--- config.mk ---
export PLATFORM = sky130hd
export DESIGN_NAME = pa_wb_arbiter
export DESIGN_NICKNAME = d
export VERILOG_FILES = /design/src/rtl/pa_wb_pkg.sv /design/src/rtl/pa_rr_picker.sv /design/src/rtl/pa_wb_arbiter.sv
export SDC_FILE = /design/constraint.sdc
export NUM_CORES = 1
export LEC_CHECK = 0
export ABC_AREA = 1
export ABC_CLOCK_PERIOD_IN_PS = 2600
export BUFFER_PORTS_ARGS = -buffer_cell sky130_fd_sc_hd__buf_2
export CAP_MARGIN = 5
export CORE_MARGIN = 2
export CORE_UTILIZATION = 45
export CTS_CLUSTER_SIZE = 40
export DETAILED_ROUTE_END_ITERATION = 6
export PLACE_DENSITY = 0.81
export SLEW_MARGIN = 25
export SYNTH_ARGS = -nofsm -noshare
export SYNTH_HDL_FRONTEND = slang
export SYNTH_SLANG_ARGS = --single-unit
--- constraint.sdc ---
create_clock -name clock_i -period 2.6 [get_ports clock_i]
set_input_delay 0.52 -clock clock_i [delete_from_list [all_inputs] [get_ports clock_i]]
set_output_delay 0.52 -clock clock_i [all_outputs]
set_load 0.03 [all_outputs]
--- src/rtl/pa_wb_pkg.sv ---
// ============================================================================
// Module   : pa_wb_pkg
// Purpose  : Shared types, widths and helpers for the writeback-port arbiter.
// Revision : 1.0  initial release
// ============================================================================
`default_nettype none

package pa_wb_pkg;

   localparam int ADDR_W = 5;
   localparam int DATA_W = 16;
   localparam int STAT_W = 16;

   typedef struct packed {
      logic              valid;
      logic [ADDR_W-1:0] addr;
      logic [DATA_W-1:0] val;
   } wb_req_t;

   // A one-requester arbiter still needs a 1-bit index.
   function automatic int idx_w(input int n);
      return (n > 1) ? $clog2(n) : 1;
   endfunction

   function automatic logic [STAT_W-1:0] sat_inc(input logic [STAT_W-1:0] v);
      return (v == {STAT_W{1'b1}}) ? v : v + STAT_W'(1);
   endfunction

endpackage

`default_nettype wire

--- src/rtl/pa_rr_picker.sv ---
// ============================================================================
// Module   : pa_rr_picker
// Purpose  : Combinational round-robin pick: first set request at or after ptr.
// Revision : 1.0  initial release
// ============================================================================
`default_nettype none

module pa_rr_picker #(
   parameter int NUM_REQ = 3,
   parameter int IDX_W   = pa_wb_pkg::idx_w(NUM_REQ)
) (
   input  logic [NUM_REQ-1:0] i_req,
   input  logic [IDX_W-1:0]   i_ptr,
   output logic [NUM_REQ-1:0] o_gnt,
   output logic [IDX_W-1:0]   o_idx,
   output logic               o_any
);

   always_comb begin
      int k;
      o_gnt = '0;
      o_idx = '0;
      o_any = 1'b0;
      for (int off = 0; off < NUM_REQ; off++) begin
         k = (int'(i_ptr) + off) % NUM_REQ;
         if (!o_any && i_req[IDX_W'(k)]) begin
            o_any             = 1'b1;
            o_idx             = IDX_W'(k);
            o_gnt[IDX_W'(k)]  = 1'b1;
         end
      end
   end

endmodule

`default_nettype wire

--- src/rtl/pa_wb_arbiter.sv ---
// ============================================================================
// Module   : pa_wb_arbiter
// Purpose  : Round-robin arbiter sharing register-file writeback port A.
//            Optional statistics counters enabled by macro PA_WB_STATS_EN.
// Revision : 1.0  initial release
// ============================================================================
`default_nettype none

module pa_wb_arbiter #(
   parameter int NUM_REQ = 3,
   parameter int ADDR_W  = pa_wb_pkg::ADDR_W,
   parameter int DATA_W  = pa_wb_pkg::DATA_W
) (
   input  logic                        clock_i,
   input  logic                        reset_i,
   input  logic [NUM_REQ-1:0]          req_valid_i,
   input  logic [NUM_REQ*ADDR_W-1:0]   req_addr_i,
   input  logic [NUM_REQ*DATA_W-1:0]   req_val_i,
   output logic [NUM_REQ-1:0]          req_ready_o,
   output logic                        wbAFinal_o,
   output logic [ADDR_W-1:0]           wbAddrAFinal_o,
   output logic [DATA_W-1:0]           wbValAFinal_o
`ifdef PA_WB_STATS_EN
  ,output logic [NUM_REQ*pa_wb_pkg::STAT_W-1:0] stat_grants_o,
   output logic [pa_wb_pkg::STAT_W-1:0]         stat_conflict_o
`endif
);

   import pa_wb_pkg::*;

   localparam int IDX_W = idx_w(NUM_REQ);

   logic [IDX_W-1:0]   r_ptr;
   logic [NUM_REQ-1:0] w_gnt;
   logic [IDX_W-1:0]   w_idx;
   logic               w_any;
   logic               r_wb_en;
   logic [ADDR_W-1:0]  r_wb_addr;
   logic [DATA_W-1:0]  r_wb_val;

   pa_rr_picker #(
      .NUM_REQ (NUM_REQ),
      .IDX_W   (IDX_W)
   ) u_picker (
      .i_req   (req_valid_i),
      .i_ptr   (r_ptr),
      .o_gnt   (w_gnt),
      .o_idx   (w_idx),
      .o_any   (w_any)
   );

   // Ready is masked while reset is held so no unit sees a transfer that is then lost.
   assign req_ready_o = w_gnt & {NUM_REQ{reset_i}};

   always_ff @(posedge clock_i or negedge reset_i) begin
      if (!reset_i) begin
         r_ptr     <= '0;
         r_wb_en   <= 1'b0;
         r_wb_addr <= '0;
         r_wb_val  <= '0;
      end else begin
         r_wb_en <= w_any;
         if (w_any) begin
            r_wb_addr <= req_addr_i[w_idx*ADDR_W +: ADDR_W];
            r_wb_val  <= req_val_i[w_idx*DATA_W +: DATA_W];
            r_ptr     <= (w_idx == IDX_W'(NUM_REQ-1)) ? '0 : w_idx + IDX_W'(1);
         end
      end
   end

   assign wbAFinal_o     = r_wb_en;
   assign wbAddrAFinal_o = r_wb_addr;
   assign wbValAFinal_o  = r_wb_val;

`ifdef PA_WB_STATS_EN
   logic [STAT_W-1:0] r_gcnt [NUM_REQ];
   logic [STAT_W-1:0] r_conflict;
   logic              w_conflict;

   assign w_conflict = ($countones(req_valid_i) > 1);

   generate
      for (genvar k = 0; k < NUM_REQ; k++) begin : g_stat
         always_ff @(posedge clock_i or negedge reset_i) begin
            if (!reset_i)
               r_gcnt[k] <= '0;
            else if (w_gnt[k])
               r_gcnt[k] <= sat_inc(r_gcnt[k]);
         end
         assign stat_grants_o[k*STAT_W +: STAT_W] = r_gcnt[k];
      end
   endgenerate

   always_ff @(posedge clock_i or negedge reset_i) begin
      if (!reset_i)
         r_conflict <= '0;
      else if (w_conflict)
         r_conflict <= sat_inc(r_conflict);
   end

   assign stat_conflict_o = r_conflict;
`endif

endmodule

`default_nettype wire
# Yosys cells after proc, flatten, opt, wreduce, memory -nomap -nowiden

Index checks and enable logic that the tools add are counted.

Bits in registers: 24
Latch bits: 0
Memory bits (writable): 0
Bits in read-only memories: 0
Bits of input ports: 68
Output and inout bits: 25
Logic and storage cells: 55
Memories: 0

$add $sub $neg: 3
Multiply operators: 1
Divide/modulo/power cells: 3
Magnitude comparators: 6
Eq/ne operators: 1
Shift-type cells: 2
Multiplexer cells: 25
Bitwise logic cells: 3
Reduce and logical (&&, ||, !) cells: 7

Operator list:

| operator              | count |
|---|---|
| $mod 32x3->32 const B | 2 |
| $shiftx 48x7->16      | 1 |
| $mod 3x3->32 const B  | 1 |
| $shiftx 15x6->5       | 1 |
| $lt 2x4->1 const B    | 3 |
| $mux 1                | 12 |
| $mux 3                | 3 |
| $mux 2                | 4 |
| $bmux 1 s2            | 3 |
| $demux 1 s2           | 3 |
| $ge 2x1->1 const B    | 3 |
| $or 3x3->3            | 2 |
| $logic_and 1x1->1     | 5 |
| $mul 2x3->5 const B   | 1 |
| $add 2x1->3 const B   | 1 |
| $add 2x2->3 const B   | 1 |
| $and 3x3->3           | 1 |
| $add 2x1->2 const B   | 1 |
| $eq 2x2->1 const B    | 1 |
| $logic_not 1->1       | 2 |

# Longest topological paths before layout

Word-level depth: 13
Depth in mapped cells: 14
Depth with buffers taken out: 13

# Cells and area by module

A second synthesis with hierarchy kept.

Cell total of the unflattened synthesis: 285
Area, all modules: 1742.9 um^2

By module, submodules not included:

| module        | times used | cells each | area each (um^2) | sequential area each (um^2) |
|---|---|---|---|---|
| pa_wb_arbiter | 1          | 229        | 1445.1           | 600.6 |
| pa_rr_picker  | 1          | 56         | 297.8            | 0.0 |

# Worst setup path after synthesis

Ideal clock, no wire load.

Path type: register to output
Start point: register r_ptr[0]
End point: output req_ready_o[0]
Arrival: 1831 ps
Required time: 2080 ps
Setup slack: 249 ps
Cell stages (with the launch flop): 11
Path buffers: 0
Path through: dfrtp_1 > inv_1 > ha_1 > inv_2 > nand2_1 > nand3_2 > nand2_2 > nand3_2 > inv_2 > a22oi_1 > a21oi_1

Word-level cells in the longest chain between the ends: 12
Elaborated cells between the ends (all ways): 41
Classes of those cells: add/sub (2); div (3); order compare (6); mux (20); bitwise (3); reduce/logical (7)

RTL lines:

| what                                                   | line                | RTL |
|---|---|---|
| start, declared                                        | pa_wb_arbiter.sv:33 | `logic [IDX_W-1:0] r_ptr;` |
| start signal, assigned                                 | pa_wb_arbiter.sv:66 | `r_ptr <= (w_idx == IDX_W'(NUM_REQ-1)) ? '0 : w_idx + IDX_W'(1);` |
| branches (longest 10 deep; another with $mod 32x3->32) | -                   |  |
| $mux 3 (*)                                             | pa_rr_picker.sv:26  | `if (!o_any && i_req[IDX_W'(k)]) begin` |
| $and 3x3->3 (*)                                        | pa_wb_arbiter.sv:53 | `assign req_ready_o = w_gnt & {NUM_REQ{reset_i}};` |
| end, declared                                          | pa_wb_arbiter.sv:19 | `output logic [NUM_REQ-1:0] req_ready_o,` |

Every way passes the cells marked *. The select of a mux whose other input is x is not followed.

# Final worst setup path

Same ends and word-level chain as after synthesis.

==> metrics.md <==
| Metric | Value |
|---|---|
| Yosys Warn Count | 0 |
| First-pass iteration count of the detailed router | 4 |
| Total congestion overflow | 0 |
| Crit Path Max Fanout | 8 |
| Final instance area | 0.002581 mm2 |
| Cell Chain, Critical Path | inv_2 > ha_4 > inv_2 > nand2_2 > nand3_2 > nand2_2 > nand3_2 > inv_2 > a22oi_1 > a21oi_1 > buf_4 |
| Number of instances in the synthesized netlist | 269 |
| Count of unique library cells instantiated by Yosys | 26 |
| Crit-path most repeated cell | sky130_fd_sc_hd__inv_2 |
| Floorplan die width | 70.53 um |
| Max-capacitance violation count | 0 |
| Standard cell with the maximum stage delay on the critical path | sky130_fd_sc_hd__dfrtp_1 |
| Type of element launching the critical path | flop |
| Setup slack on the worst flop-to-flop path | 0.33 ns |
| Number of nets in the layout | 434 |
| Vias in the first global route | 1978 |
| Commonest cells in the synthesized netlist | 51 x sky130_fd_sc_hd__inv_1, 35 x sky130_fd_sc_hd__nand2_1, 27 x sky130_fd_sc_hd__nand3_1 |
| Cell accounting for the most synthesized area | sky130_fd_sc_hd__dfrtp_1 |
| Flip-flop and latch count after synthesis | 24 |
| Initial antenna violation count | 0 |
| Slew @ Worst Pin | 0.4538 ns |
| Share of post-route cells with drive strength above 1 | 0.4654 |
| Pin count of the biggest net entering global routing | 26 |
| Number of fill cells in the layout | 399 |
| Global placement routability congestion | 0.8770 |
| Cells taking the most area after synthesis | sky130_fd_sc_hd__dfrtp_1 30%, sky130_fd_sc_hd__nand3_2 12%, sky130_fd_sc_hd__inv_1 9.6%, sky130_fd_sc_hd__a21oi_2 8.4%, sky130_fd_sc_hd__nand3_1 6.8% |
| Final clock period utilization by the worst path | 0.9874 |
| Number of endpoints with negative hold slack in the final report | 0 |
| Run status | finished clean |
| Wire length of the first global-routing pass | 8652 um |
| Maximum root-to-sink buffer count | 2 |
| Worst min path class | input pin to async pin |
| Post-synthesis sequential area ratio | 0.3015 |
| Post-layout minimum cycle time | 2.567 ns |
| Core region area | 0.004294 mm2 |
| Async set or reset register ratio after synthesis | 1.000 |
| Max transition margin | 0.6970 |
| Top cell type's share of synthesized area | 0.3015 |
| Die Footprint | 0.004974 mm2 |
| Total detailed-routing wirelength | 5467 um |
| Number of standard cells in the final layout excluding fillers | 413 |
| Num CTS Buffers | 3 |
| Required @ worst endpoint | 2.08 ns |
| All-Layer GR Usage | 0.2111 |
| WP data arrival | 2.05 ns |
| Category of the most critical setup path | flop to primary output |
| Via Count | 2073 |
| Syn_area_per_cell | 7.405 um2 |
| I/O pin cnt | 93 |
| Number of nets with antenna violations after detailed routing | 0 |
| CTS sink count | 24 |
| Average detailed-routed wire length per instance | 13.24 um |
| Root Buffer Master | sky130_fd_sc_hd__clkbuf_8 |
| Total nets after synthesis | 341 |
| Initial detailed-routing violation count | 109 |
| Synth Flop Type | sky130_fd_sc_hd__dfrtp_1 |
| Half-perimeter wire length after detailed placement | 3875 um |
| Crit-path max cell delay | 0.44 ns |
| Synthesis-to-layout area growth | 29.59% |
| Cell depth of the worst flop-to-flop path | 12 |
| Post-route clock skew | 0.007175 ns |
| Max Transition Viols Final | 0 |
| Clock tree from TritonCTS | done |
| Number of antenna repair diodes | 0 |
| Worst-case hold slack | 0.2547 ns |
| Register clock-pin slew on the reported worst setup and hold paths | 0.09 ns |
| Count of buffers from port buffering | 92 |
| Die Ht | 70.53 um |
| Row count | 24 |
| Fmax | 0.3895 GHz |
| Count of final setup violators | 0 |
| Post-synthesis cell area | 0.001992 mm2 |
| Via-to-Cell Ratio | 5.019 |
| Placed cells | 405 |
| Drt drc | 0 |
| Starting utilization of the core area | 0.4639 |
| Latest clock arrival within the worst-skew pair | 0.27 ns |
| Placed cell areas | 0.002444 mm2 |
| Number of flops mapped to enable cells by yosys | 0 |
| CTS H-tree lvls | 1 |
| Dominant cell by count in the synthesized netlist | sky130_fd_sc_hd__inv_1 |
| Endpoint class of the critical path | primary output |
[routing by layer]
metal	share of wire	up-vias	global-route usage
li1	-	1043	-
met1	0.42	938	0.2626
met2	0.50	82	0.3805
met3	0.063	10	0.03134
met4	0.018	0	0.06080
met5	0	-	0
[repair_timing]
action,in CTS,in global routing
pin swaps,0,2
gates cloned,0,0
setup endpoints to repair,2,2
endpoints found under the hold margin,0,0
hold buffers,0,0
setup buffers,0,4
gates resized for setup,4,9
[kinds of logic after synthesis]
logic type               share of synthesized area
AO/OA/AOI/OAI                               0.1715
adder cells (fa/ha/maj)                    0.02513
buffers and inverters                       0.1683
flip-flops                                  0.3015
AND/OR/NAND/NOR                             0.3335
[registers in the layout (all words and copies together), names as in the netlist]
name	cells
wbAddrAFinal_o	5
wbAFinal_o	1
r_ptr	2
wbValAFinal_o	16
[final timing paths]
path,startpoint,to
worst max-delay path,r_ptr[0],req_ready_o[0]
worst min-delay path,reset_i,wbValAFinal_o[15]
worst max register to register,r_ptr[0],wbValAFinal_o[3]
worst min register to register,wbAddrAFinal_o[3],wbAddrAFinal_o[3]
max in group asynchronous,reset_i,r_ptr[1]
min in group clock_i,wbAddrAFinal_o[3],wbAddrAFinal_o[3]
[metrics by stage]
step,setup TNS (ns),setup WS (ns),util
after global routing,-0.03857,-0.03333,0.6011
after global placement,0,0.3371,0.5691
final,0,0.03281,0.6011
after CTS,0,0.02980,0.5900
after floorplan,0,0.2491,-
after detailed placement,0,0.2024,0.5691
[placed cells by master, fill, tap and decap left out, types with 2 or more instances in the layout]
cell / instances
sky130_fd_sc_hd__clkbuf_8: 3
sky130_fd_sc_hd__nand3_2: 24
sky130_fd_sc_hd__nand2_4: 2
sky130_fd_sc_hd__nor2_1: 23
sky130_fd_sc_hd__a21oi_1: 24
sky130_fd_sc_hd__nand2_2: 4
sky130_fd_sc_hd__a21oi_2: 19
sky130_fd_sc_hd__ha_1: 2
sky130_fd_sc_hd__buf_4: 12
sky130_fd_sc_hd__buf_2: 90
sky130_fd_sc_hd__dfrtp_1: 24
sky130_fd_sc_hd__inv_1: 49
sky130_fd_sc_hd__ha_4: 2
sky130_fd_sc_hd__o22ai_1: 2
sky130_fd_sc_hd__inv_2: 7
sky130_fd_sc_hd__nand3_1: 27
sky130_fd_sc_hd__nand2_1: 34
sky130_fd_sc_hd__a31oi_1: 2
[critical path, delay by kind of cell, from the launching register on]
| kind | cells | cell delay (ns) |
|---|---|---|
| AO/OA/AOI/OAI | 2 | 0.25 |
| adder cells (fa/ha/maj) | 1 | 0.33 |
| buffers and inverters | 4 | 0.44 |
| flip-flops | 1 | 0.44 |
| AND/OR/NAND/NOR | 4 | 0.33 |
[cell type report]
cell class              count  area (um2)  share of cell area
repair buffers            102       540.5              0.2094
well taps                  52       65.06             0.02521
flip-flops and latches     24       600.6              0.2327
clock buffers               3       41.29             0.01600
clock inverters             1       30.03             0.01163
inverters                  57       216.5             0.08386
multi-input cells         174        1087              0.4212
Power is left out: the tool's default activity adds up to more than one toggle a clock period on the data nets, which glitch-free logic cannot reach.
